==> config.mk <==
export PLATFORM = sky130hd
export DESIGN_NAME = pipeline_hazard_ctrl
export DESIGN_NICKNAME = d
export VERILOG_FILES = /design/src/rtl/pipeline_hazard_ctrl.sv
export SDC_FILE = /design/constraint.sdc
export NUM_CORES = 1
export LEC_CHECK = 0
export CORE_UTILIZATION = 40
export CTS_CLUSTER_SIZE = 16
export DETAILED_ROUTE_END_ITERATION = 10
export PLACE_DENSITY_LB_ADDON = 0.12
export SLEW_MARGIN = 40
export SYNTH_ARGS = -nofsm -noshare
export SYNTH_HDL_FRONTEND = slang
export SYNTH_SLANG_ARGS = --single-unit
==> constraint.sdc <==
create_clock -name clk -period 1.8 [get_ports clk]
set_input_delay 0.27 -clock clk [delete_from_list [all_inputs] [get_ports clk]]
set_output_delay 0.27 -clock clk [all_outputs]
set_load 0.1 [all_outputs]
==> src/rtl/pipeline_hazard_ctrl.sv <==
// Stall/flush controller for the 5-stage pipeline: RAW and branch hazard steering
// plus the SRAM start/ready sequencer that freezes the back end during memory access.
module pipeline_hazard_ctrl #(
  parameter int REG_FILE_DEPTH = 4,
  parameter int FWD_EN         = 1,
  parameter int TIMEOUT        = 64,
  parameter int CNT_W          = 16
) (
  input  logic                      clk,
  input  logic                      rst,
  input  logic [REG_FILE_DEPTH-1:0] src1,
  input  logic [REG_FILE_DEPTH-1:0] src2,
  input  logic                      two_src,
  input  logic [REG_FILE_DEPTH-1:0] ex_dst,
  input  logic                      ex_wb_en,
  input  logic                      ex_mem_read,
  input  logic [REG_FILE_DEPTH-1:0] mem_dst,
  input  logic                      mem_wb_en,
  input  logic                      branch_taken,
  input  logic                      mem_req,
  input  logic                      sram_ready,
  output logic                      freeze_if,
  output logic                      flush_if,
  output logic                      freeze_id,
  output logic                      flush_id,
  output logic                      mem_stall,
  output logic                      sram_start,
  output logic                      mem_timeout,
  output logic [CNT_W-1:0]          stall_cnt
);

  localparam int WAIT_W = (TIMEOUT > 2) ? $clog2(TIMEOUT) : 1;
  localparam logic [WAIT_W-1:0] WAIT_LAST = WAIT_W'(TIMEOUT - 1);

  typedef enum logic [1:0] {
    S_IDLE = 2'd0,
    S_WAIT = 2'd1,
    S_DONE = 2'd2
  } state_t;

  state_t            state_q, state_d;
  logic [WAIT_W-1:0] wait_cnt_q, wait_cnt_d;
  logic              timeout_q, timeout_d;
  logic [CNT_W-1:0]  stall_cnt_q, stall_cnt_d;

  logic m1_ex, m2_ex, m1_mem, m2_mem;
  logic haz_fwd, haz_nofwd, haz;

  // RAW detection: with forwarding only a load in EX cannot be bypassed in time.
  always_comb begin
    m1_ex     = (src1 == ex_dst);
    m2_ex     = two_src && (src2 == ex_dst);
    m1_mem    = (src1 == mem_dst);
    m2_mem    = two_src && (src2 == mem_dst);
    haz_fwd   = ex_wb_en && ex_mem_read && (m1_ex || m2_ex);
    haz_nofwd = (ex_wb_en && (m1_ex || m2_ex)) || (mem_wb_en && (m1_mem || m2_mem));
    haz       = (FWD_EN != 0) ? haz_fwd : haz_nofwd;
  end

  // Start/stall are masked while rst is held so a pending mem_req cannot launch an access.
  always_comb begin
    sram_start = !rst && (state_q == S_IDLE) && mem_req;
    mem_stall  = !rst && (((state_q == S_IDLE) && mem_req) || (state_q == S_WAIT));
  end

  // NOTE: every output gets a default before the priority chain, so no path leaves one unassigned and no latch is inferred.
  always_comb begin
    freeze_if = 1'b0;
    flush_if  = 1'b0;
    freeze_id = 1'b0;
    flush_id  = 1'b0;
    if (mem_stall) begin
      freeze_if = 1'b1;
      freeze_id = 1'b1;
    end else if (branch_taken) begin
      flush_if = 1'b1;
      flush_id = 1'b1;
    end else if (haz) begin
      freeze_if = 1'b1;
      flush_id  = 1'b1;
    end
  end

  always_comb begin
    state_d    = state_q;
    wait_cnt_d = wait_cnt_q;
    timeout_d  = timeout_q;
    case (state_q)
      S_IDLE: begin
        if (mem_req) begin
          state_d    = S_WAIT;
          wait_cnt_d = '0;
        end
      end
      S_WAIT: begin
        // Ready on the final allowed cycle still counts as a completed access.
        if (sram_ready) begin
          state_d = S_DONE;
        end else if (wait_cnt_q == WAIT_LAST) begin
          state_d   = S_DONE;
          timeout_d = 1'b1;
        end else begin
          wait_cnt_d = wait_cnt_q + WAIT_W'(1);
        end
      end
      S_DONE:  state_d = S_IDLE;
      default: state_d = S_IDLE;
    endcase
  end

  always_comb begin
    stall_cnt_d = stall_cnt_q;
    if (freeze_if && (stall_cnt_q != '1)) stall_cnt_d = stall_cnt_q + CNT_W'(1);
  end

  // NOTE: state uses non-blocking assignments so every flop samples pre-edge values regardless of statement order.
  always_ff @(posedge clk or posedge rst) begin
    if (rst) begin
      state_q     <= S_IDLE;
      wait_cnt_q  <= '0;
      timeout_q   <= 1'b0;
      stall_cnt_q <= '0;
    end else begin
      state_q     <= state_d;
      wait_cnt_q  <= wait_cnt_d;
      timeout_q   <= timeout_d;
      stall_cnt_q <= stall_cnt_d;
    end
  end

  assign mem_timeout = timeout_q;
  assign stall_cnt   = stall_cnt_q;

endmodule

==> summary.txt <==
Outcome
  • Run status: finished with violations
  • Failing checks: negative setup slack

Critical path
  • Maximum fanout along the worst path: 2
  • Worst Path Arrival: 1.55 ns
  • Critical Path Sink Type: primary output
  • Setup Crit Path Kind: in -> out
  • Worst Setup Start Kind: input pin
  • Worst reg2reg path depth: 4
  • Worst EP required: 1.53 ns
  • R2R Setup Slk: 0.05 ns

Synthesis
  • Post-Synthesis Cells: 146
  • Sequential cell area fraction in the yosys report: 0.410
  • Count of unique library cells instantiated by Yosys: 39
  • Synth Flop Type: dfrtp_1
  • Leading area contributor after synthesis: dfrtp_1
  • Synth top area share: 0.410
  • Average size of a mapped cell: 10.5 µm²
  • Post-Syn Nets: 173
  • Most common cell in the synthesized netlist: dfrtp_1
  • Synth top area cells: dfrtp_1, xnor2_1, o211ai_2
  • Synth top cells by count: dfrtp_1, xnor2_1, nor2_1, nand2_1, nand3_1
  • Number of synthesized flops with an enable pin: 0
  • FF+latch count, synth: 25
  • Mapped cell area: 1530 µm²
  • Yosys warns: 0
  • Share of async-settable or async-resettable flops after synthesis: 1.00

Floorplanning
  • Num rows: 22
  • I/O pin total: 48
  • CORE AREA: 3660 µm²
  • Die Area: 4070 µm²
  • Die width: 63.8 µm
  • Starting density of the core: 0.417
  • Die height: 63.8 µm

Final layout
  • Multi-input combinational cell area: 948 µm²
  • Synthesis-to-finish area growth: 67.5%
  • Ratio of cells with drive above 1 in the final layout: 0.478
  • Register area: 676 µm²
  • Antenna diodes: 0
  • Filler cell count: 275
  • Final Core Density: 0.699
  • Final Net Count: 237

Timing
  • Final Skew: 0.00529 ns
  • Tmin final: 1.82 ns
  • Finish-stage setup viols: 1
  • Final hold violation count: 0
  • Relative slew margins: 0.789
  • Final Cycle Share: 1.01
  • WHS: 0.477 ns
  • Worst-Margin Slew: 0.317 ns
  • Setup slack after layout: -0.0235 ns
  • RSZ-0062 raised after global routing: true
  • Final Slew Violations: 0
  • Fmax: 0.548 GHz

GRT
  • Largest net degree at the start of global routing: 26
  • Remaining Overflow, GRT: 0
  • Initial antenna violation count: 0
  • Global-route wire length before repair: 6700 µm
  • GRT Overall Usage: 0.212
  • Vias in the first global route: 1395

Clock tree
  • Clk slew on worst S/H paths: 0.08 ns
  • CTS H-Tree Depth: 1
  • Clock Sinks: 25
  • Clock buffer depth: 2
  • CTS Buf Count: 3
  • Root buffer cell: clkbuf_8
  • CTS tree: yes
  • Worst-Skew Late Latency: 0.27 ns

Placement
  • Setup Slack @ Placement: -0.391 ns
  • Placer Congestion: 0.873
  • Port-buffer cells: 42
  • Detailed Place HPWL: 2850 µm

Power and ir drop
  • PD cells: 1070 nW/µm²
  • P_leak: 0.00103 µW
  • Power Internal: 1450 µW
  • Logic pwr share: 0.549
  • Max IR drop VDD: 566 µV
  • Seq pwr share: 0.331
  • Switching pwr: 1290 µW
  • Total chip power: 2740 µW
  • Clk pwr share: 0.120
  • Sw Share: 0.471

Routing
  • DRC Markers: 0
  • DR vias: 1347
  • Detail Route Antenna Nets: 0
  • First drt pass iteration count: 4
  • Iter 0 DRT Violations: 26
  • WL per Instance: 14.7 µm
  • Via/cell ratio: 5.24
  • Total routed wirelength: 3780 µm

Run
  • Total of max-cap violations: 0

Hold path
  • Tightest Hold Check Type: in -> async
timing repair:
| item | in CTS | in global routing |
|---|---|---|
| pin swaps | 15 | 3 |
| resized for setup | 25 | 10 |
| endpoints found under the setup margin | 21 | 10 |
| setup buffers | 5 | 0 |
| hold buffers | 0 | 0 |
path summary, 6_finish.rpt:
check                                    from       endpoint
min in group clk                  mem_timeout    mem_timeout
worst min-delay path                      rst   stall_cnt[7]
worst max-delay path                ex_dst[3]      freeze_if
worst max register to register  wait_cnt_q[0]  wait_cnt_q[0]
max in group asynchronous                 rst   stall_cnt[8]
worst min register to register    mem_timeout    mem_timeout
layout by cell type, fill, tap and decap left out, types with 7 or more instances in the layout:
cell type      count
dlygate4sd2_1     13
buf_12            23
nand2_1            7
nand3_1            7
dfrtp_2            7
xnor2_1           21
dfrtp_4           11
dfrtp_1            7
buf_4             21
nor2_1             9
power groups by stage:
| stage | clock (µW) | sequential, µW | combinational, µW |
|---|---|---|---|
| CTS | 342 | 902 | 1500 |
| global placement | 0 | 900 | 1460 |
| finish | 328 | 906 | 1500 |
| floorplan | 0 | 1340 | 459 |
| global route | 365 | 933 | 1560 |
| detailed placement | 0 | 911 | 1490 |
cells by family (layout without fill, tap and decap cells):
| logic type | after synthesis | count (layout) | synth area share |
|---|---|---|---|
| compound gates | 27 | 27 | 0.157 |
| xor+xnor | 24 | 24 | 0.138 |
| fa+ha+maj | 2 | 2 | 0.0164 |
| buf+inv | 11 | 74 | 0.0410 |
| flops | 25 | 25 | 0.410 |
| mux | 5 | 5 | 0.0369 |
| simple gates | 52 | 52 | 0.202 |
registers in the layout (all words and copies together) (netlist names):
signal and flops:
state_q 2, stall_cnt 16, wait_cnt_q 6, mem_timeout 1
worst max-delay path, cell delays in order:
cell and delay, ns:
dlygate4sd2_1 0.29, xnor2_2 0.20, nand4_1 0.16, buf_4 0.18, o22ai_4 0.14, or2_4 0.15
buf_12 0.16
final cells by class:
cell class | instances | area share
inverters | 6 | 0.00881
well taps | 48 | 0.0235
clock buffers | 4 | 0.0176
repair buffers | 64 | 0.315
flip-flops and latches | 25 | 0.264
multi-input cells | 110 | 0.371
per-layer routing:
metal,GRT usage,up-vias,wire length [µm]
met1,0.280,660,1720
met5,0,-,0
met4,0.0767,0,55
met2,0.355,25,1890
met3,0.0286,5,118
li1,-,657,-
stage by stage:
stage	cell area [µm²]	setup TNS, ns	instances
3_3_place_gp	2430	-5.42	248
6_report	2560	-0.0235	257
3_5_place_dp	2430	-6.13	248
4_1_cts	2520	0	257
2_1_floorplan	1640	-0.0319	146
5_1_grt	2560	-0.169	257
Power figures use the tool's default switching activity.
